### config.mk
export PLATFORM = sky130hd
export DESIGN_NAME = instruction_fetch
export DESIGN_NICKNAME = d
export VERILOG_FILES = /design/src/rtl/instruction_fetch.sv
export SDC_FILE = /design/constraint.sdc
export NUM_CORES = 1
export LEC_CHECK = 0
export CAP_MARGIN = 20
export CORE_MARGIN = 2
export CORE_UTILIZATION = 40
export CTS_CLUSTER_SIZE = 10
export DETAILED_ROUTE_END_ITERATION = 6
export GPL_ROUTABILITY_DRIVEN = 0
export SYNTH_ARGS = -nofsm -noshare
export SYNTH_HDL_FRONTEND = slang
export SYNTH_SLANG_ARGS = --single-unit
### constraint.sdc
create_clock -name clk -period 3.7 [get_ports clk]
set_input_delay 0.74 -clock clk [delete_from_list [all_inputs] [get_ports clk]]
set_output_delay 0.74 -clock clk [all_outputs]
set_load 0.02 [all_outputs]
### src/rtl/instruction_fetch.sv
// rtl/instruction_fetch.sv - instruction fetch unit with a 2-entry prefetch FIFO and branch drain
// Ports:
//   clk, reset_n          : clock, synchronous active-low reset
//   mem_req, mem_addr     : word-aligned read request, held stable until mem_ready
//   mem_ready, mem_rdata  : same-cycle accept/data from instruction memory
//   instruction, pc_out   : head word and its byte address (zero when instr_valid=0)
//   instr_valid           : head holds an unconsumed word
//   pc_inc                : consume head word
//   branch_en/target      : flush FIFO and redirect the fetch stream
module instruction_fetch #(
    parameter logic [31:0] RESET_PC = 32'h0000_0000
) (
    input  logic        clk,
    input  logic        reset_n,
    output logic        mem_req,
    output logic [31:0] mem_addr,
    input  logic        mem_ready,
    input  logic [31:0] mem_rdata,
    output logic [31:0] instruction,
    output logic        instr_valid,
    output logic [31:0] pc_out,
    input  logic        pc_inc,
    input  logic        branch_en,
    input  logic [31:0] branch_target
);

    localparam logic [0:0] ST_FETCH = 1'b0;
    localparam logic [0:0] ST_DRAIN = 1'b1;

    logic [0:0]  state_q, state_d;
    logic [31:0] fetch_pc_q, fetch_pc_d;
    logic [31:0] drain_addr_q, drain_addr_d;
    logic [31:0] fifo_pc_q [2];
    logic [31:0] fifo_pc_d [2];
    logic [31:0] fifo_word_q [2];
    logic [31:0] fifo_word_d [2];
    logic        head_q, head_d;
    logic [1:0]  count_q, count_d;

    logic        push;
    logic        pop;
    logic        tail;

    always_comb begin
        // Gated by reset_n so no request is ever visible while reset is held.
        mem_req     = reset_n && ((state_q == ST_DRAIN) || !count_q[1]);
        mem_addr    = 32'h0;
        if (mem_req) begin
            // A drained request keeps its original address even though fetch_pc
            // already points at the branch target.
            mem_addr = (state_q == ST_DRAIN) ? drain_addr_q : fetch_pc_q;
        end
        instr_valid = (count_q != 2'd0);
        instruction = instr_valid ? fifo_word_q[head_q] : 32'h0;
        pc_out      = instr_valid ? fifo_pc_q[head_q]   : 32'h0;
    end

    always_comb begin
        push         = mem_req && mem_ready && (state_q == ST_FETCH) && !branch_en;
        pop          = instr_valid && pc_inc && !branch_en;
        tail         = head_q ^ count_q[0];
        state_d      = state_q;
        fetch_pc_d   = fetch_pc_q;
        drain_addr_d = drain_addr_q;
        fifo_pc_d    = fifo_pc_q;
        fifo_word_d  = fifo_word_q;
        head_d       = head_q;
        count_d      = count_q;

        // The outstanding request must complete before anything new is issued.
        if (state_q == ST_DRAIN) begin
            if (mem_ready) begin
                state_d = ST_FETCH;
            end
        end else if (branch_en && mem_req && !mem_ready) begin
            state_d      = ST_DRAIN;
            drain_addr_d = fetch_pc_q;
        end

        if (branch_en) begin
            fetch_pc_d = branch_target & 32'hFFFF_FFFC;
            head_d     = 1'b0;
            count_d    = 2'd0;
        end else begin
            if (push) begin
                fifo_pc_d[tail]   = fetch_pc_q;
                fifo_word_d[tail] = mem_rdata;
                fetch_pc_d        = fetch_pc_q + 32'd4;
            end
            if (pop) begin
                head_d = ~head_q;
            end
            case ({push, pop})
                2'b10:   count_d = count_q + 2'd1;
                2'b01:   count_d = count_q - 2'd1;
                default: count_d = count_q;
            endcase
        end
    end

    always_ff @(posedge clk) begin
        if (!reset_n) begin
            state_q        <= ST_FETCH;
            fetch_pc_q     <= RESET_PC & 32'hFFFF_FFFC;
            drain_addr_q   <= 32'h0;
            fifo_pc_q[0]   <= 32'h0;
            fifo_pc_q[1]   <= 32'h0;
            fifo_word_q[0] <= 32'h0;
            fifo_word_q[1] <= 32'h0;
            head_q         <= 1'b0;
            count_q        <= 2'd0;
        end else begin
            state_q      <= state_d;
            fetch_pc_q   <= fetch_pc_d;
            drain_addr_q <= drain_addr_d;
            fifo_pc_q    <= fifo_pc_d;
            fifo_word_q  <= fifo_word_d;
            head_q       <= head_d;
            count_q      <= count_d;
        end
    end

endmodule

==> flow_metrics.py <==
metrics = {
    "cts": {
        "cts_buffer_depth": 2,
        "number_of_buffers_added_to_fix_hold_violations_after_cts": 0,
        "clock_tree_from_tritoncts": "yes",
        "cts-root-buf": "sky130_fd_sc_hd__clkbuf_16",
        "post_cts_resize_count": 0,
        "post_cts.repair.setup_buffers": 0,
        "cts_made_buffers": 17,
        "tritoncts_num_sinks": 188,
        "cts.clk_slew.worst_paths_ps": 70,
        "clock_insertion_delay_worst_skew_ps": 440,
        "maximum_level_of_the_cts_h_tree": 4,
    },
    "setup_path": {
        "worstPathArrival_ps": 2450,
        "reg2regPathDepth": 8,
        "worstReg2RegEnd": "count_q[1]",
        "cpLargestDelayFamily": "buffers and inverters",
        "critical_path_cell_count": 5,
        "path_max_fanout": 28,
        "reg2reg_from": "count_q[1]",
        "r2r_slack_ps": 1260,
        "number_of_buffers_and_inverters_on_the_critical_path": 3,
        "crit_path_top_delay_cell": "sky130_fd_sc_hd__clkdlybuf4s50_1",
        "critical_path.startpoint": "count_q[1]",
        "timing.critical_path.slowest_cell_delay_ps": 560,
        "critical_path_required_ps": 2960,
        "cp-end-kind": "output port",
        "criticalPathCategory": "reg2out",
        "worst_setup_path_start_kind": "register",
        "capture_point_of_the_critical_path": "mem_addr[15]",
        "path_cells": "inv_1, o21ai_2, buf_4, nor2_1, clkdlybuf4s50_1",
    },
    "synth": {
        "largest_family_of_logic_cells_by_synthesized_area": "simple AND/OR/NAND/NOR gates",
        "synth_flop_cell": "sky130_fd_sc_hd__dfxtp_1",
        "synth_cells": 1157,
        "async_reset_ff_frac": 0,
        "syn-mean-instance-area_um2": 7.98,
        "netlist_area_um2": 9240,
        "netlist-cell-type-count": 54,
        "synth_top_cell_by_area": "sky130_fd_sc_hd__dfxtp_1",
        "multiplexer_share_of_the_synthesized_area": 0.101,
        "synthesis.yosys.warnings": 0,
        "synth_simple_gate_area_frac": 0.240,
        "synth_compound_gate_area_share": 0.180,
        "yosysTopAreaCellShare": 0.408,
        "synth_enable_flop_cells": 0,
        "yosysSeqAreaShare": 0.408,
        "ys_top_cells_by_area": "sky130_fd_sc_hd__dfxtp_1 (41%), sky130_fd_sc_hd__nand2_1 (13%), sky130_fd_sc_hd__mux2i_1 (10%)",
        "synth-seq-cells": 188,
        "xor_xnor_share_of_the_synthesized_area": 0.0114,
        "synthAdderAreaFrac": 0.00271,
    },
    "global_routing": {
        "global_route.overflow_total": 0,
        "gr-usage-all-layers": 0.214,
        "global_route_wire_length_before_repair_um": 41200,
        "layer_carrying_the_most_global_route_usage": "met2",
        "number_of_antenna_violations_at_the_first_check_in_global_routing": 1,
        "first_global_vias": 7605,
        "grt_util_met3": 0.0308,
        "pin_count_of_the_biggest_net_entering_global_routing": 93,
        "gr-usage-met1": 0.292,
        "grt_use_met2": 0.346,
    },
    "power_and_ir_drop": {
        "fin_total_pwr_w": 0.00445,
        "cellLeakagePower_nw": 3.68,
        "p_per_area_nw_per_um2": 383,
        "ir_worst_vdd_v": 0.000272,
    },
    "sta": {
        "timing_max_transition_violations_final": 0,
        "setup-violations-final": 0,
        "post-route-period-util": 0.862,
        "timing.slew.headroom": 0.458,
        "postLayoutSetupSlackWorst_ps": 511,
        "timing.final.hold_violations": 0,
        "max_slew.worst_pin.slew_ps": 814,
        "timing.final.crit_period_ps": 3190,
        "fmax_mhz": 314,
        "final.setup.tns_ps": 0,
        "hold_ws_ps": 454,
        "final_skew_ps": 12.6,
        "grt_setup_unrepaired": "no",
    },
    "placed_design": {
        "placement.setup.worst_slack_ps": 632,
        "dp_hpwl_um": 16600,
        "io_buffers": 160,
    },
    "status": {
        "status": "finished, final reports clean",
    },
    "drt": {
        "routed_wire_length_per_instance_um": 16.6,
        "drt_first_iter_violations": 469,
        "route.vias.total": 8103,
        "finalWirelength_um": 25800,
        "vias_per_cell": 5.22,
        "drt_pre_antenna_iters": 5,
        "ant_nets": 0,
        "drt_drc_violations_left": 0,
    },
    "floorplanning": {
        "die_height_um": 156,
        "placeableCoreArea_um2": 22600,
        "initial_core_util": 0.408,
        "fp-row-count": 55,
        "boundaryPins": 167,
        "dieArea_um2": 24300,
        "chip_width_um": 156,
    },
    "layout": {
        "final_net_count": 1324,
        "finish.utilization": 0.513,
        "drive_above_1_share": 0.0585,
        "fill_cells": 2180,
        "layout-area-overhead-vs-synth_pct": 25.8,
    },
    "flow_run": {
        "maxCapViolations": 0,
    },
    "min_path": {
        "worst_min_delay_path_class": "reg2reg",
    },
}
==> Yosys cell counts, types with 2 or more instances <==
| master | instances |
|---|---|
| sky130_fd_sc_hd__o211a_1 | 4 |
| sky130_fd_sc_hd__a31oi_1 | 15 |
| sky130_fd_sc_hd__a32oi_1 | 3 |
| sky130_fd_sc_hd__dfxtp_1 | 188 |
| sky130_fd_sc_hd__and2_1 | 4 |
| sky130_fd_sc_hd__xor2_1 | 7 |
| sky130_fd_sc_hd__mux2i_1 | 93 |
| sky130_fd_sc_hd__nor3_2 | 2 |
| sky130_fd_sc_hd__nand2b_1 | 2 |
| sky130_fd_sc_hd__nand2_1 | 328 |
| sky130_fd_sc_hd__nand4b_1 | 2 |
| sky130_fd_sc_hd__inv_1 | 6 |
| sky130_fd_sc_hd__nand4_1 | 12 |
| sky130_fd_sc_hd__a21oi_1 | 6 |
| sky130_fd_sc_hd__o211ai_1 | 2 |
| sky130_fd_sc_hd__nand4_2 | 3 |
| sky130_fd_sc_hd__xnor2_1 | 5 |
| sky130_fd_sc_hd__nand3_1 | 15 |
| sky130_fd_sc_hd__o31ai_1 | 9 |
| sky130_fd_sc_hd__or4_1 | 11 |
| sky130_fd_sc_hd__a21boi_0 | 121 |
| sky130_fd_sc_hd__buf_4 | 7 |
| sky130_fd_sc_hd__o311a_1 | 2 |
| sky130_fd_sc_hd__and4_1 | 2 |
| sky130_fd_sc_hd__nor2_1 | 103 |
| sky130_fd_sc_hd__o21ai_0 | 35 |
| sky130_fd_sc_hd__ha_1 | 2 |
| sky130_fd_sc_hd__buf_2 | 45 |
| sky130_fd_sc_hd__a21boi_1 | 33 |
| sky130_fd_sc_hd__or3_1 | 9 |
| sky130_fd_sc_hd__clkbuf_1 | 54 |
| sky130_fd_sc_hd__and3_1 | 5 |
==> worst min-delay path by stage <==
stage,from,endpoint,depth (start not counted)
final,fifo_pc_q[23],fifo_pc_q[23],2
after global routing,fifo_word_q[39],fifo_word_q[39],2
after CTS,fifo_word_q[28],fifo_word_q[28],2
after detailed placement,fifo_word_q[28],fifo_word_q[28],2
after global placement,fifo_word_q[35],fifo_word_q[35],2
after floorplan,fifo_pc_q[37],fifo_pc_q[37],2
==> flip-flops by register name, summed over array words and instances, names as in the netlist <==
signal and count:
fifo_word_q 64, fifo_pc_q 60, drain_addr_q 30, fetch_pc_q 30
count_q 2, head_q 1, state_q 1
==> final cells by class <==
cell class / count / area [µm²] / area share
multi-input combinational: 856 / 4990 / 0.429
sequential: 188 / 3770 / 0.324
timing repair buffer: 183 / 1870 / 0.161
clock buffer: 17 / 425 / 0.0366
tap: 285 / 357 / 0.0307
clock inverter: 15 / 179 / 0.0154
inverter: 7 / 26.3 / 0.00226
antenna: 1 / 2.50 / 0.000215
==> through the flow <==
stage	cells	cell area, µm²
after floorplan	1160	9250
after detailed placement	1519	11000
after CTS	1551	11600
final	1552	11600
after global routing	1552	11600
after global placement	1519	11000
==> kinds of logic (layout without fill, tap and decap cells) <==
| family | Yosys count | count (layout) |
|---|---|---|
| simple gates | 511 | 511 |
| compound gates | 234 | 234 |
| flops | 188 | 188 |
| buf+inv | 116 | 222 |
| mux | 93 | 93 |
| xor+xnor | 12 | 12 |
| fa+ha+maj | 2 | 2 |
| other cells | 1 | 5 |
==> worst register-to-register path, cell delays in order (launching register included) <==
cell,delay [ps]
sky130_fd_sc_hd__dfxtp_1,430
sky130_fd_sc_hd__nor2_4,420
sky130_fd_sc_hd__buf_12,300
sky130_fd_sc_hd__inv_1,140
sky130_fd_sc_hd__nand2_1,170
sky130_fd_sc_hd__nor2_1,70
sky130_fd_sc_hd__ha_1,350
sky130_fd_sc_hd__or3_1,350
sky130_fd_sc_hd__a21oi_1,150
==> placed cells by master (no fill, tap or decap), types with 4 or more instances in the layout <==
| cell type | Yosys | routed |
|---|---|---|
| sky130_fd_sc_hd__a21boi_0 | 121 | 121 |
| sky130_fd_sc_hd__xnor2_1 | 5 | 5 |
| sky130_fd_sc_hd__inv_6 | 0 | 5 |
| sky130_fd_sc_hd__buf_12 | 0 | 8 |
| sky130_fd_sc_hd__dfxtp_1 | 188 | 186 |
| sky130_fd_sc_hd__nor2_1 | 103 | 102 |
| sky130_fd_sc_hd__or4_1 | 11 | 11 |
| sky130_fd_sc_hd__clkdlybuf4s50_1 | 0 | 159 |
| sky130_fd_sc_hd__inv_1 | 6 | 6 |
| sky130_fd_sc_hd__and2_1 | 4 | 4 |
| sky130_fd_sc_hd__clkbuf_16 | 0 | 17 |
| sky130_fd_sc_hd__a21oi_1 | 6 | 6 |
| sky130_fd_sc_hd__mux2i_1 | 93 | 93 |
| sky130_fd_sc_hd__o31ai_1 | 9 | 9 |
| sky130_fd_sc_hd__o21ai_0 | 35 | 34 |
| sky130_fd_sc_hd__a31oi_1 | 15 | 15 |
| sky130_fd_sc_hd__or3_1 | 9 | 9 |
| sky130_fd_sc_hd__xor2_1 | 7 | 7 |
| sky130_fd_sc_hd__o211a_1 | 4 | 4 |
| sky130_fd_sc_hd__buf_4 | 7 | 16 |
| sky130_fd_sc_hd__conb_1 | 1 | 4 |
| sky130_fd_sc_hd__a21boi_1 | 33 | 33 |
| sky130_fd_sc_hd__nand2_1 | 328 | 328 |
| sky130_fd_sc_hd__nand4_1 | 12 | 12 |
| sky130_fd_sc_hd__nand3_1 | 15 | 13 |
| sky130_fd_sc_hd__and3_1 | 5 | 5 |
==> power breakdown <==
group	switching (W)	total (W)	internal, W
clock	0.000898	0.00187	0.000971
combinational	0.000224	0.000430	0.000206
sequential	0.0000756	0.00215	0.00207
==> per-layer routing <==
metal,routed length (µm),vias up
met4,517,0
met5,0,-
li1,-,4079
met3,996,34
met1,12400,3820
met2,11900,170
Power figures use the tool's default switching activity.
